**config.mk**
```make
export PLATFORM = sky130hd
export DESIGN_NAME = divisible_by_5
export DESIGN_NICKNAME = d
export VERILOG_FILES = /design/src/rtl/div5_pkg.sv /design/src/rtl/divisible_by_5_step.sv /design/src/rtl/divisible_by_5.sv
export SDC_FILE = /design/constraint.sdc
export NUM_CORES = 1
export LEC_CHECK = 0
export BUFFER_PORTS_ARGS = -buffer_cell sky130_fd_sc_hd__buf_2
export CORE_AREA = 2 2 39 41
export DETAILED_ROUTE_END_ITERATION = 6
export DIE_AREA = 0 0 41 43
export PLACE_DENSITY = 0.35
export SETUP_SLACK_MARGIN = 0.3
export SLEW_MARGIN = 15
export SYNTH_ARGS = -nofsm -noshare
export SYNTH_HDL_FRONTEND = slang
export SYNTH_HIERARCHICAL = 1
export SYNTH_SLANG_ARGS = --single-unit
export TNS_END_PERCENT = 1
```
**constraint.sdc**
```tcl
create_clock -name clk -period 1.25 [get_ports clk]
set_clock_uncertainty 0.1 [all_clocks]
set_input_delay 0.25 -clock clk [delete_from_list [all_inputs] [get_ports clk]]
set_output_delay 0.25 -clock clk [all_outputs]
set_load 0.01 [all_outputs]
```
**src/rtl/div5_pkg.sv**
```systemverilog
// Shared definitions for the serial divide-by-5 checker: remainder encoding and the
// one-bit remainder update used by the next-state logic.
package div5_pkg;

  localparam int DIVISOR = 5;
  localparam int REM_W   = 3;

  typedef enum logic [REM_W-1:0] {
    S0 = 3'd0,
    S1 = 3'd1,
    S2 = 3'd2,
    S3 = 3'd3,
    S4 = 3'd4
  } rem_e;

  // (2*rem + b) mod 5. Illegal codes 5..7 and unknown bits fall into the default,
  // which lands on S0.
  function automatic logic [REM_W-1:0] next_rem(input logic [REM_W-1:0] rem,
                                                input logic             b);
    logic [REM_W-1:0] nxt;
    nxt = S0;
    case ({rem, b})
      4'b000_0: nxt = S0;
      4'b000_1: nxt = S1;
      4'b001_0: nxt = S2;
      4'b001_1: nxt = S3;
      4'b010_0: nxt = S4;
      4'b010_1: nxt = S0;
      4'b011_0: nxt = S1;
      4'b011_1: nxt = S2;
      4'b100_0: nxt = S3;
      4'b100_1: nxt = S4;
      default:  nxt = S0;
    endcase
    return nxt;
  endfunction

  function automatic logic is_divisible(input logic [REM_W-1:0] rem);
    return (rem == S0);
  endfunction

endpackage

```
**src/rtl/divisible_by_5_step.sv**
```systemverilog
// Purely combinational remainder update for one incoming stream bit.
module mod5_step
  import div5_pkg::*;
(
  input  logic [REM_W-1:0] i_rem,
  input  logic             i_bit,
  output logic [REM_W-1:0] o_next_rem
);

  assign o_next_rem = next_rem(i_rem, i_bit);

endmodule

```
**src/rtl/divisible_by_5.sv**
```systemverilog
// Serial MSB-first divisibility-by-5 checker (Moore FSM on the running remainder).
// Define DIV5_REM_OUT_EN to expose the registered remainder on port rem.
module divisible_by_5
  import div5_pkg::*;
(
  input  logic             clk,
  input  logic             reset,
  input  logic             in,
`ifdef DIV5_REM_OUT_EN
  output logic [REM_W-1:0] rem,
`endif
  output logic             out
);

  logic [REM_W-1:0] r_state;
  logic [REM_W-1:0] w_step_next;
  logic [REM_W-1:0] w_next;
  logic             w_out;

  mod5_step u_step (
    .i_rem      (r_state),
    .i_bit      (in),
    .o_next_rem (w_step_next)
  );

  // An empty stream is value 0, so reset parks the FSM in S0 with out high.
  always_ff @(posedge clk or negedge reset) begin
    if (!reset) begin
      r_state <= S0;
    end else begin
      r_state <= w_next;
    end
  end

  always_comb begin
    w_next = S0;
    w_out  = 1'b0;
    w_next = w_step_next;
    w_out  = is_divisible(r_state);
  end

  assign out = w_out;

`ifdef DIV5_REM_OUT_EN
  assign rem = r_state;
`endif

`ifndef SYNTHESIS
  always @(posedge clk) begin
    if (reset && $isunknown(in)) begin
      $warning("divisible_by_5: unknown value on in, state forced to S0");
    end
  end
`endif

endmodule

```
==> impl_metrics.toml, run 1 <==
[drt]
routed_wl_um = 433
dr.pass1.iters = 2
via_per_inst = 3.83
wl_per_cell_um = 10.3
dr.first_iter.drc_count = 4
antenna_left = 0
num_vias = 161
drc = 0

[grt]
grt_pass1_wl_um = 752
antenna_found_initial = 0
grt-ovfl-total = 0
grt_max_degree = 8
track_usage = 0.0692
grt_pass1_vias = 174

[worst_setup_path]
cp_num_buf_inv = 2
endpoint_kind = "primary output"
required_ps = 900
crit_family = "flip-flops"
rr_endpoint = "r_state[2]"
start_kind = "flop"
slowest_stage = "dfrtp_1"
reg2reg_depth = 3
rr_startpoint = "r_state[2]"
crit_fanout = 4
rrSetupSlack_ps = -50
worst-path-stages = 3
startpoint = "r_state[0]"
worst_setup_path_endpoint = "out"
crit_type = "flop to primary output"
slowest_delay_ps = 380
arrival_ps = 1040
crit_chain = "buf_6 > nor3_4 > buf_2"

[die]
fp.dieArea_sq_um = 1760
initial_core_util = 0.116
core_sq_um = 1380
die_w_um = 41
std_cell_rows = 14
io_pins = 4
die_h_um = 43

[outcome]
violations = "negative setup slack"
outcome = "finished with violations"

[sta]
hold_viol = 0
finalWorstSetupSlack_ps = -136
worst_pin_slew_ps = 237
hold_slack_ps = 235
slew_headroom = 0.839
rsz0062_at_grt = "true"
min_period_ps = 1390
setup_violations = 4
clock.fmax_mhz = 721
drv_slew = 0
fin_crit_sh = 1.11

[final_layout]
top_register = "r_state"
largestRegisters = "r_state x3"
n_antenna_cell = 0
largest_reg_flops = 3
fin_area_sq_um = 277
drive_above_1_share = 0.500
nNetsFinal = 30
area_growth_syn_to_layout_pct = 72.7

[power_and_ir_drop]
sequentialPowerShare = 0.293
power_density_nw_per_um2 = 2420
pwr-share-clk = 0.265
combinationalPowerShare = 0.441
ir_worst_vdd_mv = 0.539
p_int_mw = 0.443
p_sw_mw = 0.226
power_leakage_nw = 0.119
sw_frac_of_total = 0.337

[yosys]
synthesis.nets = 17
yosys.area.top_type = "dfrtp_1"
syn_area_sq_um = 160
syn_inst = 14
synthDistinctLibCells = 10
yosys_warnings = 6
synth_top_area_frac = 0.469
synth_seq_cells = 3
ys_top_cells_by_area = "dfrtp_1, nand3b_1, or4bb_1, nor3_2, or4b_1"
avgSynthCellArea_sq_um = 11.4
ys_seq_area_frac = 0.469

[cts]
clock_sinks = 3
cts_buffers = 3
root_buffer = "clkbuf_4"
clk_latency_ps = 240
cts.reportedPaths.clkPinSlew_ps = 40
cts_max_level = 1
cts_tree = "built"
cts_buffer_depth = 2

[run]
cap_viol_max_count = 0

[placed_design]
portBuffers = 3
gp_congestion = 0.606
dpl-instance-area_sq_um = 210

[worst_hold_path]
hold_path.class = "input pin to asynchronous set/reset pin"
cells by family after synthesis:
group	count (synthesis)	share of synthesized area
DFF	3	0.469
and+or+nand+nor	6	0.344
AOI/OAI and AO/OA	3	0.141
buffers and inverters	2	0.0469
power by group through the flow:
stage          clock network [mW]  logic (mW)  registers, mW
2_1_floorplan                   0       0.106          0.193
3_3_place_gp                    0       0.197          0.186
3_5_place_dp                    0       0.206          0.188
4_1_cts                     0.185       0.250          0.188
5_1_grt                     0.204       0.317          0.205
6_report                    0.178       0.295          0.196
how the worst min path moves through the flow:
stage / to / depth (start not counted)
after floorplan: r_state[0] / 0
after global placement: r_state[0] / 1
after detailed placement: r_state[1] / 1
after CTS: r_state[1] / 2
after global routing: r_state[0] / 2
final: r_state[0] / 2
cells in the mapped netlist:
library cell and n:
or3b_2 1, o311ai_1 1, dfrtp_1 3, nand3b_1 2, inv_1 2, o311ai_0 1
or4bb_1 1, a21oi_1 1, or4b_1 1, nor3_2 1
through the flow:
stage               power [mW]  setup slack (ps)   util  instances  TNS (ps)
floorplan                0.299              47.2      -         14         0
global placement         0.384              31.7  0.152         35         0
detailed placement       0.394              3.65  0.152         35         0
CTS                      0.623              -144  0.190         41      -220
global route             0.726              -199  0.200         42      -435
finish                   0.669              -136  0.200         42      -228
final cells by class:
type / count / area, sq um
well taps: 16 / 20.0
fillers: 159 / 1110
inverters: 2 / 7.51
multi-input cells: 9 / 83.8
repair buffers: 8 / 62.6
clock buffers: 4 / 26.3
flip-flops and latches: 3 / 76.3
routing by layer:
layer  global-route usage  wire length (um)
met4               0.0400                 0
met2               0.0781               157
met5                    0                 0
met1               0.0833               233
met3               0.0628                42
cells in the final DEF, fill, tap and decap left out, drive strengths merged:
| cell type | instances |
|---|---|
| nand3b | 2 |
| or3b | 1 |
| dlygate4sd3 | 1 |
| o311ai | 2 |
| nor3 | 1 |
| a21oi | 1 |
| or4bb | 1 |
| buf | 7 |
| inv | 2 |
| dfrtp | 3 |
| or4b | 1 |
| clkbuf | 4 |
what timing repair did:
action                     4_1_cts  5_1_grt
pin swaps                        1        0
gates resized for setup          3        1
setup endpoints to repair        4        4
hold buffers                     1        0
buffers inserted                 1        1
hold endpoints to repair         3        0
Power figures use the tool's default switching activity.
==> run 2: changes to the inputs <==
--- a/config.mk
+++ b/config.mk
@@ -7,9 +7,9 @@
 export LEC_CHECK = 0
 export BUFFER_PORTS_ARGS = -buffer_cell sky130_fd_sc_hd__buf_2
 export CORE_AREA = 2 2 39 41
+export CTS_BUF_LIST = sky130_fd_sc_hd__clkbuf_16
 export DETAILED_ROUTE_END_ITERATION = 6
 export DIE_AREA = 0 0 41 43
-export PLACE_DENSITY = 0.35
 export SETUP_SLACK_MARGIN = 0.3
 export SLEW_MARGIN = 15
 export SYNTH_ARGS = -nofsm -noshare
==> run 2 against run 1 <==
Net effect:
- critical endpoint is now r_state[0]
- setup slack got worse by 1.7 ps
- first-iteration DRC count decreased by 100%
- the flow still finishes with violations (negative setup slack)
- die area is the same
- largest power group is now the clock network
- flip-flop and latch count unchanged
==> impl_metrics.toml, run 2 (synthesis results as in run 1) <==
[sta]
clock.fmax_mhz = 721
setup_violations = 4
finalSetupTns_ps = -325
fin_crit_sh = 1.11
finalWorstSetupSlack_ps = -138
hold_slack_ps = 259
rsz0062_at_grt = "true"
worst_pin_slew_ps = 267
min_period_ps = 1390
slew_headroom = 0.822
hold_viol = 0
drv_slew = 0

[power_and_ir_drop]
pwr-share-clk = 0.464
combinationalPowerShare = 0.360
p_sw_mw = 0.293
power_density_nw_per_um2 = 2940
ir_worst_vdd_mv = 0.509
p_total_mw = 1.09
power_leakage_nw = 0.170
sequentialPowerShare = 0.176
p_int_mw = 0.795
sw_frac_of_total = 0.269

[final_layout]
n_antenna_cell = 0
multiInputGateArea_sq_um = 104
area_growth_syn_to_layout_pct = 131
largest_reg_flops = 3
fin_area_sq_um = 370
top_register = "r_state"
nNetsFinal = 33
fin_util = 0.268
mostFrequentLayoutCells = "buf_4, clkbuf_16, inv_1, buf_2, dfrtp_1"
mostFrequentLayoutCell = "buf_4"
largestRegisters = "r_state x3"
num-fill-cells = 147
drive_above_1_share = 0.690
ff_latch_area_sq_um = 75.1

[worst_setup_path]
start_kind = "flop"
required_ps = 1260
arrival_ps = 1400
crit_fanout = 3
slowest_delay_ps = 530
rr_endpoint = "r_state[0]"
rrSetupSlack_ps = -140
crit_chain = "buf_4 > or4bb_4 > o311ai_2"
crit_type = "flop to flop"
slowest_stage = "or4bb_4"
endpoint_kind = "flop"
rr_startpoint = "r_state[2]"
reg2reg_depth = 3

[grt]
grt_pass1_vias = 204
antenna_found_initial = 0
track_usage = 0.0842
grt_pass1_wl_um = 848
grt-ovfl-total = 0
grt_max_degree = 7

[run]
cap_viol_max_count = 0

[drt]
drc = 0
dr.pass1.iters = 1
routed_wl_um = 620
antenna_left = 0
wl_per_cell_um = 13.8
num_vias = 185
via_per_inst = 4.11
dr.first_iter.drc_count = 0

[die]
std_cell_rows = 14
fp.dieArea_sq_um = 1760
core_sq_um = 1380
die_h_um = 43
initial_core_util = 0.116
die_w_um = 41
io_pins = 4

[placed_design]
gp_congestion = 0.557
dpl-instance-area_sq_um = 225
portBuffers = 3

[cts]
clk_latency_ps = 230
cts_buffers = 3
cts.reportedPaths.clkPinSlew_ps = 30
root_buffer = "clkbuf_16"
cts_buffer_depth = 2
clock_sinks = 3
cts_tree = "built"
cts_max_level = 1

[worst_hold_path]
hold_path.class = "input pin to asynchronous set/reset pin"

[outcome]
outcome = "finished with violations"
violations = "negative setup slack"
run 2: area by class of cell:
type                    count  area share
repair buffers             11       0.230
multi-input cells           9       0.280
inverters                   2      0.0203
clock inverters             1      0.0101
flip-flops and latches      3       0.203
clock buffers               3       0.203
well taps                  16      0.0541
run 2: stage by stage:
stage	instances	worst slack [ps]
2_1_floorplan	14	47.2
3_3_place_gp	37	20.1
3_5_place_dp	37	-7.15
4_1_cts	45	-118
5_1_grt	45	-169
6_report	45	-138
run 2: critical path: cells and delay by family, from the launching register on:
| kind | cells | cell delay, ps |
|---|---|---|
| AOI/OAI and AO/OA | 1 | 110 |
| buffers and inverters | 1 | 150 |
| DFF | 1 | 390 |
| and+or+nand+nor | 1 | 530 |
run 2: per-layer routing:
metal / GRT usage / wire length (um)
met4: 0.100 / 0
met2: 0.150 / 375
met1: 0.0479 / 229
met5: 0 / 0
met3: 0.0314 / 15
run 2: worst max path at each step:
| stage | from | endpoint | slack [ps] | cells after the start |
|---|---|---|---|---|
| after CTS | r_state[2] | out | -120 | 3 |
| after global placement | r_state[1] | r_state[0] | 20 | 2 |
| after detailed placement | in | r_state[1] | -7 | 3 |
| after global routing | r_state[2] | r_state[0] | -170 | 3 |
| after floorplan | r_state[0] | r_state[0] | 50 | 2 |
| final | r_state[2] | r_state[0] | -140 | 3 |
run 2: what timing repair did:
| action | 4_1_cts | 5_1_grt |
|---|---|---|
| pin swaps | 1 | 0 |
| setup buffers | 3 | 0 |
| endpoints found under the setup margin | 4 | 4 |
| hold buffers | 1 | 0 |
| resized for setup | 4 | 3 |
| endpoints found under the hold margin | 3 | 0 |
| cloned | 0 | 0 |
run 2: power groups by stage:
stage,logic (mW),clock network (mW),registers [mW]
final,0.391,0.505,0.192
after global placement,0.243,0,0.193
after floorplan,0.106,0,0.193
after global routing,0.416,0.520,0.202
after CTS,0.354,0.510,0.190
after detailed placement,0.252,0,0.191
==> run 3: changes to the inputs <==
--- a/config.mk
+++ b/config.mk
@@ -7,7 +7,6 @@
 export LEC_CHECK = 0
 export BUFFER_PORTS_ARGS = -buffer_cell sky130_fd_sc_hd__buf_2
 export CORE_AREA = 2 2 39 41
-export CTS_BUF_LIST = sky130_fd_sc_hd__clkbuf_16
 export DETAILED_ROUTE_END_ITERATION = 6
 export DIE_AREA = 0 0 41 43
 export SETUP_SLACK_MARGIN = 0.3
==> run 3 against run 2 <==
Net effect:
- global-route usage is 1.8 points lower
- via count is 3.2% lower
- wire length is 24% lower
- the flow still finishes with violations (negative setup slack)
- flip-flop and latch count stayed put
- total power is 37% lower
- sequential power is 7% lower
- hold slack worse by 24 ps
- critical path depth stayed put
- die area stayed put
==> impl_metrics.toml, run 3 (synthesis results as in run 1) <==
[worst_setup_path]
arrival_ps = 1020
crit_type = "flop to primary output"
slowest_delay_ps = 380
crit_family = "flip-flops"
start_kind = "flop"
endpoint_kind = "primary output"
slowest_stage = "dfrtp_1"
rrSetupSlack_ps = -100
crit_fanout = 3
crit_chain = "buf_6 > nor3_2 > buf_2"
required_ps = 900
rr_endpoint = "r_state[0]"
rr_startpoint = "r_state[0]"
reg2reg_depth = 3
cp_num_buf_inv = 2

[die]
die_h_um = 43
initial_core_util = 0.116
die_w_um = 41
fp.dieArea_sq_um = 1760
std_cell_rows = 14
core_sq_um = 1380
io_pins = 4

[final_layout]
top_register = "r_state"
largestRegisters = "r_state x3"
mostFrequentLayoutCell = "buf_4"
mostFrequentLayoutCells = "buf_4, clkbuf_4, buf_2, dfrtp_1"
n_antenna_cell = 0
nNetsFinal = 33
fin_cells = 45
fin_util = 0.211
drive_above_1_share = 0.552
largest_reg_flops = 3
area_growth_syn_to_layout_pct = 82.0

[cts]
cts_buffers = 3
cts_buffer_depth = 2
cts.reportedPaths.clkPinSlew_ps = 40
root_buffer = "clkbuf_4"
clock_sinks = 3
clk_latency_ps = 240
cts_max_level = 1
cts_tree = "built"

[grt]
grt-ovfl-total = 0
grt_pass1_wl_um = 586
track_usage = 0.0662
grt_pass1_vias = 156
grt_max_degree = 7
antenna_found_initial = 0

[drt]
drc = 0
dr.pass1.iters = 2
via_per_inst = 3.98
dr.first_iter.drc_count = 1
wl_per_cell_um = 10.5
routed_wl_um = 472
antenna_left = 0
num_vias = 179

[sta]
fin_crit_sh = 1.10
clock.fmax_mhz = 728
hold_slack_ps = 235
min_period_ps = 1370
worst_pin_slew_ps = 274
finalWorstSetupSlack_ps = -124
hold_viol = 0
setup_violations = 4
rsz0062_at_grt = "true"
finalSetupTns_ps = -361
slew_headroom = 0.814
drv_slew = 0

[outcome]
violations = "negative setup slack"
outcome = "finished with violations"

[placed_design]
portBuffers = 3
placed_cells_incl_taps = 37
gp_congestion = 0.557
post-place-ws_ps = -7.15

[power_and_ir_drop]
power_density_nw_per_um2 = 2360
ir_worst_vdd_mv = 0.305
power_leakage_nw = 0.134

[run]
cap_viol_max_count = 0

[worst_hold_path]
hold_path.class = "input pin to asynchronous set/reset pin"
## run 3: what timing repair did
action / CTS / global route
setup buffers: 2 / 1
hold buffers: 1 / 0
setup endpoints to repair: 4 / 4
hold endpoints to repair: 3 / 0
resized for setup: 0 / 2
pin swaps: 0 / 1
## run 3: per-layer routing
layer / vias up / track usage / routed length [um]
met3: 4 / 0.0157 / 18
met1: 82 / 0.0385 / 180
met5: - / 0 / 0
met4: 0 / 0.160 / 49
met2: 7 / 0.0844 / 224
li1: 86 / - / -
## run 3: final cells by class
class	instances	area, sq um
well taps	16	20.0
clock buffers	4	26.3
inverters	2	7.51
flip-flops and latches	3	75.1
repair buffers	11	81.3
multi-input cells	9	81.3
fillers	158	1090
## run 3: how the worst max path moves through the flow
stage                     from         end  slack, ps  depth (start not counted)
finish              r_state[2]         out       -120                          3
global route        r_state[2]         out       -180                          3
CTS                 r_state[0]         out       -140                          3
detailed placement          in  r_state[1]         -7                          3
global placement    r_state[1]  r_state[0]         20                          2
floorplan           r_state[0]  r_state[0]         50                          2
## run 3: report_power, final
| part | internal (mW) | switching, mW |
|---|---|---|
| combinational | 0.208 | 0.126 |
| sequential | 0.140 | 0.0390 |
| clock | 0.120 | 0.0571 |
## run 3: stage by stage
| stage | total power [mW] | area [sq um] |
|---|---|---|
| 2_1_floorplan | 0.299 | 160 |
| 3_3_place_gp | 0.435 | 225 |
| 3_5_place_dp | 0.443 | 225 |
| 4_1_cts | 0.668 | 277 |
| 5_1_grt | 0.736 | 292 |
| 6_report | 0.689 | 292 |
